[src/rtl/snake_body_if.sv]
// Move handshake from game control and the segment stream toward the renderer.
// master = game control / renderer side, slave = snake_body.
interface snake_body_if;
    logic       move_valid;
    logic [1:0] move_dir;
    logic       move_grow;
    logic       move_ready;
    logic [4:0] snake_x;
    logic [3:0] snake_y;
    logic [1:0] snake_dir;
    logic       snake_first;
    logic       snake_last;
    logic       snake_valid;

    modport master (
        output move_valid, move_dir, move_grow,
        input  move_ready,
        input  snake_x, snake_y, snake_dir, snake_first, snake_last, snake_valid
    );

    modport slave (
        input  move_valid, move_dir, move_grow,
        output move_ready,
        output snake_x, snake_y, snake_dir, snake_first, snake_last, snake_valid
    );
endinterface

[src/rtl/snake_body.sv]
// Snake body store: head coordinate plus a ring of link directions, streamed head-to-tail.
// Optional macro SNAKE_WRAP_EN: playfield edges wrap instead of causing wall hits.
module snake_body #(
    parameter int MAX_LEN     = 64,
    parameter int GAME_WIDTH  = 18,
    parameter int GAME_HEIGHT = 13,
    parameter int START_X     = 5,
    parameter int START_Y     = 7,
    parameter int START_LEN   = 3
) (
    input  logic                       clk,
    input  logic                       rst,
    input  logic                       game_rst,
    snake_body_if.slave                bus,
    output logic [4:0]                 head_x,
    output logic [3:0]                 head_y,
    output logic [$clog2(MAX_LEN):0]   length,
    output logic                       full,
    output logic                       pass_done,
    output logic                       self_hit,
    output logic                       wall_hit
);
    localparam int PW = $clog2(MAX_LEN);
    localparam int LW = PW + 1;

    localparam logic [0:0] ST_GAP    = 1'b0;
    localparam logic [0:0] ST_STREAM = 1'b1;

    logic [0:0]    state;
    logic [1:0]    ring [MAX_LEN];
    logic [PW-1:0] head_ptr;
    logic [LW-1:0] idx;
    logic [4:0]    cur_x;
    logic [3:0]    cur_y;
    logic          hit_flag;

    logic [1:0]    link_head;
    logic [1:0]    eff_dir;
    logic [1:0]    seg_dir;
    logic [5:0]    nx;
    logic [4:0]    ny;
    logic          in_field;
    logic          dead;
    logic          take;
    logic          apply;
    logic [PW-1:0] new_ptr;

    function automatic logic [1:0] opp(input logic [1:0] d);
        return {d[1], ~d[0]};
    endfunction

    // One extra bit keeps the unwrapped value so stepping off either edge is visible.
    function automatic logic [5:0] step_x(input logic [4:0] x, input logic [1:0] d);
        logic [5:0] v;
        case (d)
            2'd0:    v = {1'b0, x} + 6'd1;
            2'd1:    v = {1'b0, x} - 6'd1;
            default: v = {1'b0, x};
        endcase
`ifdef SNAKE_WRAP_EN
        if (v == 6'd0)                    v = 6'(GAME_WIDTH);
        else if (v == 6'(GAME_WIDTH + 1)) v = 6'd1;
`endif
        return v;
    endfunction

    function automatic logic [4:0] step_y(input logic [3:0] y, input logic [1:0] d);
        logic [4:0] v;
        case (d)
            2'd2:    v = {1'b0, y} + 5'd1;
            2'd3:    v = {1'b0, y} - 5'd1;
            default: v = {1'b0, y};
        endcase
`ifdef SNAKE_WRAP_EN
        if (v == 5'd0)                     v = 5'(GAME_HEIGHT);
        else if (v == 5'(GAME_HEIGHT + 1)) v = 5'd1;
`endif
        return v;
    endfunction

    always_comb begin
        link_head = ring[head_ptr];
        // ring[head_ptr] points tail-ward, so asking for that direction is a reversal
        eff_dir   = (bus.move_dir == link_head) ? opp(link_head) : bus.move_dir;
        nx        = step_x(head_x, eff_dir);
        ny        = step_y(head_y, eff_dir);
        in_field  = (nx >= 6'd1) && (nx <= 6'(GAME_WIDTH)) &&
                    (ny >= 5'd1) && (ny <= 5'(GAME_HEIGHT));
        dead      = self_hit | wall_hit | hit_flag;
        take      = (state == ST_GAP) && bus.move_valid;
        apply     = take && !dead && in_field;
        new_ptr   = head_ptr - PW'(1);
        seg_dir   = ring[head_ptr + idx[PW-1:0]];
    end

    always_ff @(posedge clk) begin
        if (rst || game_rst) begin
            state    <= ST_GAP;
            head_x   <= 5'(START_X);
            head_y   <= 4'(START_Y);
            length   <= LW'(START_LEN);
            head_ptr <= '0;
            for (int unsigned i = 0; i < MAX_LEN; i++) ring[i] <= 2'd1;
            full      <= 1'b0;
            self_hit  <= 1'b0;
            wall_hit  <= 1'b0;
            hit_flag  <= 1'b0;
            idx       <= '0;
            cur_x     <= '0;
            cur_y     <= '0;
            pass_done <= 1'b0;
            bus.move_ready  <= 1'b0;
            bus.snake_x     <= '0;
            bus.snake_y     <= '0;
            bus.snake_dir   <= '0;
            bus.snake_first <= 1'b0;
            bus.snake_last  <= 1'b0;
            bus.snake_valid <= 1'b0;
        end else begin
            case (state)
                ST_GAP: begin
                    bus.snake_valid <= 1'b0;
                    bus.snake_first <= 1'b0;
                    bus.snake_last  <= 1'b0;
                    bus.snake_x     <= '0;
                    bus.snake_y     <= '0;
                    bus.snake_dir   <= '0;
                    pass_done       <= 1'b1;
                    bus.move_ready  <= take;
                    self_hit        <= self_hit | hit_flag;
                    hit_flag        <= 1'b0;
`ifndef SNAKE_WRAP_EN
                    if (take && !dead && !in_field) wall_hit <= 1'b1;
`endif
                    if (apply) begin
                        head_x        <= nx[4:0];
                        head_y        <= ny[3:0];
                        head_ptr      <= new_ptr;
                        ring[new_ptr] <= opp(eff_dir);
                        if (bus.move_grow && !full) begin
                            length <= length + LW'(1);
                            full   <= (length == LW'(MAX_LEN - 1));
                        end
                        cur_x <= nx[4:0];
                        cur_y <= ny[3:0];
                    end else begin
                        cur_x <= head_x;
                        cur_y <= head_y;
                    end
                    idx   <= '0;
                    state <= ST_STREAM;
                end
                default: begin
                    pass_done       <= 1'b0;
                    bus.move_ready  <= 1'b0;
                    bus.snake_valid <= 1'b1;
                    bus.snake_x     <= cur_x;
                    bus.snake_y     <= cur_y;
                    bus.snake_dir   <= seg_dir;
                    bus.snake_first <= (idx == '0);
                    bus.snake_last  <= (idx == length - LW'(1));
                    cur_x <= 5'(step_x(cur_x, seg_dir));
                    cur_y <= 4'(step_y(cur_y, seg_dir));
                    if (idx != '0 && cur_x == head_x && cur_y == head_y) hit_flag <= 1'b1;
                    idx <= idx + LW'(1);
                    if (idx == length - LW'(1)) state <= ST_GAP;
                end
            endcase
        end
    end
endmodule

[src/flat_wrapper.sv]
// flat-port wrapper written by rule: the top's interface ports become plain ports
module snake_body_flat 
#(
    parameter int MAX_LEN     = 64,
    parameter int GAME_WIDTH  = 18,
    parameter int GAME_HEIGHT = 13,
    parameter int START_X     = 5,
    parameter int START_Y     = 7,
    parameter int START_LEN   = 3
)
  (clk, rst, game_rst, head_x, head_y, length, full, pass_done, self_hit, wall_hit, bus_move_valid, bus_move_dir, bus_move_grow, bus_move_ready, bus_snake_x, bus_snake_y, bus_snake_dir, bus_snake_first, bus_snake_last, bus_snake_valid);
  snake_body_if bus_i ();
  input  logic clk;
  input  logic rst;
  input  logic game_rst;
  output logic [4:0] head_x;
  output logic [3:0] head_y;
  output logic [$clog2(MAX_LEN):0] length;
  output logic full;
  output logic pass_done;
  output logic self_hit;
  output logic wall_hit;
  input wire logic [$bits(bus_i.move_valid)-1:0] bus_move_valid;
  input wire logic [$bits(bus_i.move_dir)-1:0] bus_move_dir;
  input wire logic [$bits(bus_i.move_grow)-1:0] bus_move_grow;
  output wire logic [$bits(bus_i.move_ready)-1:0] bus_move_ready;
  output wire logic [$bits(bus_i.snake_x)-1:0] bus_snake_x;
  output wire logic [$bits(bus_i.snake_y)-1:0] bus_snake_y;
  output wire logic [$bits(bus_i.snake_dir)-1:0] bus_snake_dir;
  output wire logic [$bits(bus_i.snake_first)-1:0] bus_snake_first;
  output wire logic [$bits(bus_i.snake_last)-1:0] bus_snake_last;
  output wire logic [$bits(bus_i.snake_valid)-1:0] bus_snake_valid;
  assign bus_i.move_valid = bus_move_valid;
  assign bus_i.move_dir = bus_move_dir;
  assign bus_i.move_grow = bus_move_grow;
  assign bus_move_ready = bus_i.move_ready;
  assign bus_snake_x = bus_i.snake_x;
  assign bus_snake_y = bus_i.snake_y;
  assign bus_snake_dir = bus_i.snake_dir;
  assign bus_snake_first = bus_i.snake_first;
  assign bus_snake_last = bus_i.snake_last;
  assign bus_snake_valid = bus_i.snake_valid;
  snake_body #(.MAX_LEN(MAX_LEN), .GAME_WIDTH(GAME_WIDTH), .GAME_HEIGHT(GAME_HEIGHT), .START_X(START_X), .START_Y(START_Y), .START_LEN(START_LEN)) u_core (.clk(clk), .rst(rst), .game_rst(game_rst), .bus(bus_i), .head_x(head_x), .head_y(head_y), .length(length), .full(full), .pass_done(pass_done), .self_hit(self_hit), .wall_hit(wall_hit));
endmodule
[config.mk]
export PLATFORM = sky130hd
export DESIGN_NAME = snake_body_flat
export DESIGN_NICKNAME = d
export VERILOG_FILES = /design/src/rtl/snake_body_if.sv /design/src/rtl/snake_body.sv /design/src/flat_wrapper.sv
export SDC_FILE = /design/constraint.sdc
export NUM_CORES = 1
export LEC_CHECK = 0
export CORE_MARGIN = 2
export CORE_UTILIZATION = 45
export DETAILED_ROUTE_END_ITERATION = 6
export PLACE_DENSITY_LB_ADDON = 0.2
export SLEW_MARGIN = 5
export SYNTH_ARGS = -nofsm -noshare
export SYNTH_HDL_FRONTEND = slang
export SYNTH_SLANG_ARGS = --single-unit
[constraint.sdc]
create_clock -name clk -period 12.3 [get_ports clk]
set_clock_uncertainty 0.15 [all_clocks]
set_input_delay 3.075 -clock clk [delete_from_list [all_inputs] [get_ports clk]]
set_output_delay 3.075 -clock clk [all_outputs]
set_load 0.005 [all_outputs]
======== Yosys cells after proc, flatten, opt, wreduce, memory -nomap -nowiden ========
Memory sizes are Yosys's and may differ from the RTL's. A register that Yosys moved wholly into a read port is not among the register bits.
Index checks and enable logic that the tools add are counted.
storage, ports and cells
  output and inout port bits .............. 35
  memories ................................ 1
  input port bits ......................... 7
  register bits after elaboration ......... 59
  memory bits (writable) .................. 128
  logic and storage cells ................. 105
memories
  name         depth  bits a word  rd ports  clocked after Yosys merged registers in  wr ports  RTL line          RTL
  u_core.ring  64     2            2         1                                        64        snake_body.sv:30  logic [1:0] ring [MAX_LEN];
cells by class
  bitwise operators ....................... 6
  $add $sub $neg .......................... 13
  reductions and logical operators ........ 24
  eq/ne operators ......................... 13
  multiplexer cells ....................... 24
  order comparisons ....................... 4
operator list
  operator                                              number
  one-hot mux 5 bit (2 select lines)                    2
  2-to-1 mux 6 bit                                      3
  adder 7 x 1 -> 7 bit (second input constant)          2
  one-hot mux 6 bit (2 select lines)                    1
  2-to-1 mux 1 bit                                      11
  logical AND 1 bit                                     10
  2-to-1 mux 5 bit                                      2
  equality test 2 bit (second input constant)           4
  2-to-1 mux 4 bit                                      2
  one-hot mux 4 bit (2 select lines)                    1
  equality test 7 x 6 -> 1 bit (second input constant)  1
  equality test 7 bit                                   1
  logical NOT 7 bit                                     1
  nonzero test 7 bit                                    1
  subtractor 7 x 1 -> 7 bit (second input constant)     1
  adder 5 x 1 -> 6 bit (second input constant)          1
  adder 6 bit                                           1
  >= comparator 6 x 1 -> 1 bit (second input constant)  1
  <= comparator 6 x 5 -> 1 bit (second input constant)  1
  != test 3 bit (second input constant)                 2
  OR reduction 2 bit                                    3
  subtractor 5 x 1 -> 6 bit (second input constant)     1
  subtractor 6 x 1 -> 6 bit (second input constant)     1
  adder 4 x 1 -> 5 bit (second input constant)          1
  19 further kinds                                      29

======== Logic depth before layout (Yosys ltp) ========
Gate-level depths: netlist of the first run.
  depth in word-level cells ............... 15
  mapped depth ............................ 25
  gate-level depth less buffers ........... 20

======== Worst setup path before layout of the first run ========
OpenSTA, ideal clock, no wires.
  path kind ............................... input -> register
  start point ............................. input bus_move_dir[1]
  end point ............................... memory u_core.ring[36][0], enable pin
  stages on the path ...................... 19
  setup slack ............................. 4.411 ns
  required time ........................... 11.823 ns
  buffers on the path ..................... 4
  arrival time ............................ 7.411 ns
  setup time .............................. 0.327 ns
  path through ............................ clkbuf_1 > clkbuf_1 > or4_1 > nand4_2 > mux2i_1 > or2_2 > fa_1 > nand2b_1 > o2bb2ai_1 > o21ba_2 > a31o_2 > a211oi_4 > nand4b_1 > mux2i_4 > nor2_2 > or3b_1 > clkbuf_1 > buf_2 > o21ai_0
RTL lines
  what                RTL line            RTL
  start: declaration  flat_wrapper.sv:24  input wire logic [$bits(bus_i.move_dir)-1:0] bus_move_dir;
  end: declaration    snake_body.sv:30

==> results.sh, run 1 <==
export IMPL_status="finished clean"
export IMPL_cts_sinks=193
export IMPL_hold_class="register to register"
export IMPL_power_frac_clock_pct=29.9
export IMPL_worst_ep_arrival_time_ns=8.92
export IMPL_tritoncts="built"
export IMPL_io_buffers=41
export IMPL_synth_top_family_by_area="multiplexers"
export IMPL_drive_gt1_share_pct=12.4
export IMPL_maxSlewHeadroom_pct=18.3
export IMPL_power_density_mw_per_mm2=158
export IMPL_grt_overflow=0
export IMPL_fp_dieH_um=160
export IMPL_coreArea_mm2=0.0242
export IMPL_yosysTopAreaCell="edfxtp_1"
export IMPL_crit_path_max_fanout=26
export IMPL_dp_hpwl_um=22200
export IMPL_vias_per_cell=6.12
export IMPL_post_cts_buffers=0
export IMPL_setup_slack_ns=3.33
export IMPL_fin_crit_sh_pct=73.0
export IMPL_dieArea_mm2=0.0257
export IMPL_antenna_found_initial=0
export IMPL_syn_avg_cell_area_um2=10.8
export IMPL_layout_min_cycle_time_ns=8.97
export IMPL_h_tree_depth=4
export IMPL_p_int_mw=1.23
export IMPL_ys_top_cells_by_count="edfxtp_1, nor2_1, nand2_1"
export IMPL_finalSetupViolations=0
export IMPL_drc=0
export IMPL_yosys_area_share_adder_pct=3.41
export IMPL_peakVddDrop_mv=0.0787
export IMPL_synth_top_area_share_pct=34.9
export IMPL_numCtsBuffers=17
export IMPL_switching_share_pct=36.3
export IMPL_ys_warn_count=0
export IMPL_fin_area_mm2=0.0122
export IMPL_async_reset_ff_share_pct=0
export IMPL_synthSimpleGateAreaFrac_pct=15.2
export IMPL_clk_pin_slew_worst_paths_ns=0.07
export IMPL_finalMaxSlewViolations=0
export IMPL_max_freq_mhz=111
export IMPL_grt_pass1_vias=7889
export IMPL_drv_cap=0
export IMPL_clk_insertion_delay_late_ns=0.45
export IMPL_netlist_instances=1023
export IMPL_hold_viol=0
export IMPL_wl_um=32300
export IMPL_yosysSeqAreaShare_pct=46.7
export IMPL_drt_first_iter_violations=993
export IMPL_synthMostInstantiatedCell="edfxtp_1"
export IMPL_setup_tns_ns=0
export IMPL_pre_cts_ws_ns=2.97
export IMPL_rows=57
export IMPL_crit_path_end_kind="register"
export IMPL_power_leakage_nw=3.88
export IMPL_clock_root_buffer="clkbuf_16"
export IMPL_worstMarginPinSlew_ns=1.22
export IMPL_ys_ff_latch=193
export IMPL_startpoint_type="input port"
export IMPL_cts_resized=0
export IMPL_vias=8349
export IMPL_ant_nets=0
export IMPL_firstDrtPassIters=7
export IMPL_ys_top_cells_by_area="edfxtp_1, dfxtp_1, mux4_2"
export IMPL_syn_area_mm2=0.0110
export IMPL_holdBufCountCts=0
export IMPL_track_usage_pct=25.5
export IMPL_pwr_share_comb_pct=30.7
export IMPL_rsz0062_at_grt="false"
export IMPL_finalNetCount=1062
export IMPL_ios=42
export IMPL_die_x_um=160
export IMPL_wl_per_cell_um=23.6
export IMPL_area_growth_synth_to_final_pct=10.9
export IMPL_yosys_most_used_dff="edfxtp_1"
export IMPL_synth_edf_count=128
export IMPL_synthMuxAreaShare_pct=16.5
export IMPL_start_util_pct=45.5
export IMPL_gp_congestion=0.937
export IMPL_switchingPower_mw=0.702
export IMPL_synthDistinctLibCells=60
export IMPL_crit_type="input port to register"
export IMPL_diodes=0
export IMPL_grt_start_max_net_pins=58
export IMPL_synth_compound_gate_area_share_pct=10.1
export IMPL_p_seq_share_pct=39.4
export IMPL_synth_fp_nets=1057
export IMPL_synth_xor_area_share_pct=3.98
export IMPL_critical_path_required_ns=12.25
export IMPL_grt_pass1_wl_um=49000
export IMPL_cts_path_max_buffers=2
export IMPL_post_dp_cell_area_mm2=0.0116
-- per-layer routing --
metal	vias up	part of all wire [%]	GRT usage, %
li1	3755	-	-
met1	4123	41	33.5
met2	409	48	41.1
met3	60	8.8	7.00
met4	2	2.5	8.07
met5	-	0.20	1.70
-- per-stage QoR --
step / util, % / power, mW / hold slack, ns / std cells
3_3_place_gp: 48.0 / 1.35 / 0.327 / 1333
4_1_cts: 50.5 / 1.93 / 0.359 / 1365
3_5_place_dp: 48.0 / 1.36 / 0.344 / 1333
5_1_grt: 50.5 / 2.01 / 0.378 / 1365
2_1_floorplan: - / 1.20 / 0.313 / 1023
6_report: 50.5 / 1.93 / 0.348 / 1365
-- layout by cell type (no fill, tap or decap), types with 9 or more instances in the layout --
cell type and count:
xnor2_1 28, nand2b_1 13, mux2i_1 46, dfxtp_1 64, edfxtp_1 128, xor2_1 22
a21o_1 9, and3_1 12, a22oi_1 15, clkbuf_16 17, nor2b_1 11, nor2_1 124
nand3_1 24, buf_4 10, clkdlybuf4s50_1 41, mux4_2 56, o21ai_0 76, nand2_1 116
ha_1 21, a31oi_1 11, inv_1 31, a21oi_1 30
-- logic make-up after synthesis --
group | after synthesis
XOR/XNOR | 50
AND/OR/NAND/NOR | 365
multiplexers | 109
flip-flops | 193
adder cells (fa/ha/maj) | 27
buffers and inverters | 96
AO/OA/AOI/OAI | 183
-- state kept, by name, indices dropped and copies added (netlist names), named ones only --
register / flops
u_core.bus.snake_dir: 2
u_core.wall_hit: 1
u_core.bus.snake_x: 5
u_core.head_ptr: 6
u_core.bus.snake_valid: 1
u_core.hit_flag: 1
u_core.length: 7
u_core.state: 1
u_core.cur_x: 5
u_core.pass_done: 1
u_core.self_hit: 1
u_core.bus.move_ready: 1
u_core.bus.snake_first: 1
u_core.ring: 128
u_core.bus.snake_last: 1
u_core.idx: 7
u_core.head_x: 5
u_core.bus.snake_y: 4
u_core.full: 1
u_core.head_y: 4
u_core.cur_y: 4
-- area by class of cell --
| type | instances | area, µm² |
|---|---|---|
| clock buffer | 17 | 425 |
| clock inverter | 15 | 184 |
| fill | 2154 | 12000 |
| inverter | 31 | 116 |
| multi-input combinational | 734 | 5450 |
| sequential | 193 | 5150 |
| tap | 324 | 405 |
| timing repair buffer | 51 | 485 |
-- worst paths after layout --
| kind | startpoint | endpoint | slack, ns | cells after the start |
|---|---|---|---|---|
| worst max register to register | register | u_core.ring[32][1]$_SDFFCE_PN0P_ | 4.86 | 19 |
| worst min register to register | u_core.full$_SDFFE_PP0P_ | u_core.full$_SDFFE_PP0P_ | 0.35 | 2 |
| worst min-delay path | u_core.full$_SDFFE_PP0P_ | u_core.full$_SDFFE_PP0P_ | 0.35 | 2 |
| worst max-delay path | bus_move_dir[1] | u_core.ring[32][1]$_SDFFCE_PN0P_ | 3.33 | 18 |
-- power groups by stage --
stage | sequential (mW) | combinational [mW] | clock, mW
after floorplan | 0.747 | 0.455 | 0
after global placement | 0.774 | 0.579 | 0
after detailed placement | 0.774 | 0.582 | 0
after CTS | 0.759 | 0.585 | 0.583
after global routing | 0.765 | 0.639 | 0.608
final | 0.761 | 0.593 | 0.579
-- worst max-delay path: stages --
cell and delay (ns):
clkdlybuf4s50_1 0.40, buf_4 0.21, or4_1 0.55, nand4_2 0.18, mux2i_1 0.38, or2_2 0.20
inv_1 0.08, ha_1 0.35, nand2b_1 0.08, o2bb2ai_1 0.21, o21ba_2 0.23, a31o_2 0.26
a211oi_4 0.31, nand4_1 0.13, mux2i_1 0.75, nor2_2 0.39, or3b_1 0.71, o21ai_0 0.41
No activity file was read; power rests on OpenSTA's default activity.
==> run 2: changes to the inputs <==
clock period = 7.8 ns   (was 12.3 ns; I/O delays follow)
==> run 2 against run 1 <==
The flow now finishes with violations (design-rule violations). Wire length grew 0.16%. Core utilization rose by 0.36 points. Global-route usage is essentially flat. Total power increased by 60%. Combinational power grew 60%. Critical path type unchanged. Largest power group unchanged.
==> results.sh, run 2 (synthesis gave the netlist of run 1 again) <==
export IMPL_startpoint_type="input port"
export IMPL_largest_reg_flops=128
export IMPL_finalMaxSlewViolations=0
export IMPL_register_area_mm2=0.00515
export IMPL_vias_per_cell=6.18
export IMPL_layout_commonest_cell="edfxtp_1"
export IMPL_top_regs="u_core.ring: 128 flops, u_core.idx: 7 flops, u_core.length: 7 flops"
export IMPL_diodes=0
export IMPL_drive_gt1_share_pct=13.1
export IMPL_clk_pin_slew_worst_paths_ns=0.08
export IMPL_crit_path_end_kind="register"
export IMPL_h_tree_depth=4
export IMPL_drc=12
export IMPL_holdBufCountCts=0
export IMPL_area_growth_synth_to_final_pct=11.7
export IMPL_regMostFlops="u_core.ring"
export IMPL_p_seq_share_pct=39.1
export IMPL_coreArea_mm2=0.0242
export IMPL_wl_per_cell_um=23.5
export IMPL_crit_type="input port to register"
export IMPL_start_util_pct=45.5
export IMPL_gp_congestion=0.952
export IMPL_firstDrtPassIters=7
export IMPL_violations="design-rule violations"
export IMPL_maxSlewHeadroom_pct=19.6
export IMPL_layout_min_cycle_time_ns=7.15
export IMPL_grt_start_max_net_pins=45
export IMPL_worst_ep_arrival_time_ns=7.16
export IMPL_peakVddDrop_mv=0.159
export IMPL_rsz0062_at_grt="false"
export IMPL_grt_overflow=0
export IMPL_grt_pass1_vias=8166
export IMPL_tritoncts="built"
export IMPL_dp_hpwl_um=22500
export IMPL_grt_pass1_wl_um=49100
export IMPL_cts_sinks=193
export IMPL_finalSetupViolations=0
export IMPL_hold_class="register to register"
export IMPL_track_usage_pct=25.5
export IMPL_fp_dieH_um=160
export IMPL_switchingPower_mw=1.15
export IMPL_drv_cap=0
export IMPL_multi_input_area_mm2=0.00545
export IMPL_power_density_mw_per_mm2=251
export IMPL_setup_tns_ns=0
export IMPL_cts_resized=0
export IMPL_antenna_found_initial=0
export IMPL_power_leakage_nw=3.93
export IMPL_status="finished with violations"
export IMPL_crit_path_max_fanout=16
export IMPL_switching_share_pct=37.2
export IMPL_post_cts_buffers=0
export IMPL_p_int_mw=1.94
export IMPL_finalNetCount=1070
export IMPL_hold_viol=0
export IMPL_ios=42
export IMPL_io_buffers=41
export IMPL_cts_path_max_buffers=2
export IMPL_rows=57
export IMPL_max_freq_mhz=140
export IMPL_vias=8490
export IMPL_ant_nets=0
export IMPL_num_fill_cells=2124
export IMPL_worstMarginPinSlew_ns=1.20
export IMPL_fin_util_pct=50.9
export IMPL_clk_insertion_delay_late_ns=0.46
export IMPL_clock_root_buffer="clkbuf_16"
export IMPL_drt_first_iter_violations=1074
export IMPL_numCtsBuffers=17
export IMPL_layout_common_cells="edfxtp_1, nor2_1, nand2_1"
export IMPL_wl_um=32300
export IMPL_fin_crit_sh_pct=91.7
export IMPL_power_frac_clock_pct=30.2
export IMPL_pwr_share_comb_pct=30.7
export IMPL_dieArea_mm2=0.0257
export IMPL_critical_path_required_ns=7.81
export IMPL_die_x_um=160
-- run 2: per-layer routing --
metal | routed length [µm] | part of all wire (%) | track usage (%) | vias up
met5 | 0 | 0 | 0 | -
met4 | 1200 | 3.7 | 9.95 | 0
met3 | 3020 | 9.3 | 6.10 | 94
met2 | 15300 | 47 | 41.5 | 481
met1 | 12800 | 39 | 33.1 | 4149
li1 | - | - | - | 3766
-- run 2: cell type report --
| class | instances | area share [%] |
|---|---|---|
| sequential | 193 | 41.8 |
| multi-input combinational | 734 | 44.3 |
| timing repair buffer | 59 | 4.44 |
| clock inverter | 15 | 1.72 |
| tap | 324 | 3.30 |
| inverter | 31 | 0.946 |
| clock buffer | 17 | 3.46 |
-- run 2: worst max-delay path, cell delays in order --
cell	delay, ns
clkdlybuf4s50_1	0.57
or4_1	0.60
nand4_2	0.18
mux2i_1	0.10
buf_4	0.16
or2_2	0.29
inv_1	0.12
ha_1	0.26
o2bb2ai_1	0.34
mux2_2	0.38
o311ai_1	0.38
a211oi_4	0.14
nand4b_1	0.17
mux2i_4	0.09
nor2_2	0.45
buf_4	0.28
a21o_1	0.44
o21ai_0	0.26
-- run 2: worst paths after layout --
path,startpoint,to,slack [ns],depth (start not counted)
min reg2reg,u_core.full$_SDFFE_PP0P_,u_core.full$_SDFFE_PP0P_,0.35,2
max,bus_move_dir[1],u_core.ring[57][1]$_SDFFCE_PN0P_,0.65,18
min,u_core.full$_SDFFE_PP0P_,u_core.full$_SDFFE_PP0P_,0.35,2
max reg2reg,register,u_core.ring[57][1]$_SDFFCE_PN0P_,0.98,22
-- run 2: per-stage QoR --
step                      hold slack (ns)  area [µm²]  std cells  setup slack, ns  total power, mW
after floorplan                     0.313       11000       1023             1.04             1.90
after global placement              0.339       11700       1341            0.375             2.15
after detailed placement            0.346       11700       1341            0.265             2.15
after CTS                           0.357       12300       1373            0.719             3.07
after global routing                0.383       12300       1373            0.246             3.21
final                               0.351       12300       1373            0.651             3.09
-- run 2: power groups by stage --
stage,registers [mW],clock network [mW],logic (mW)
detailed placement,1.23,0,0.927
floorplan,1.18,0,0.717
CTS,1.21,0.935,0.934
global placement,1.23,0,0.923
finish,1.21,0.932,0.949
global route,1.21,0.974,1.02
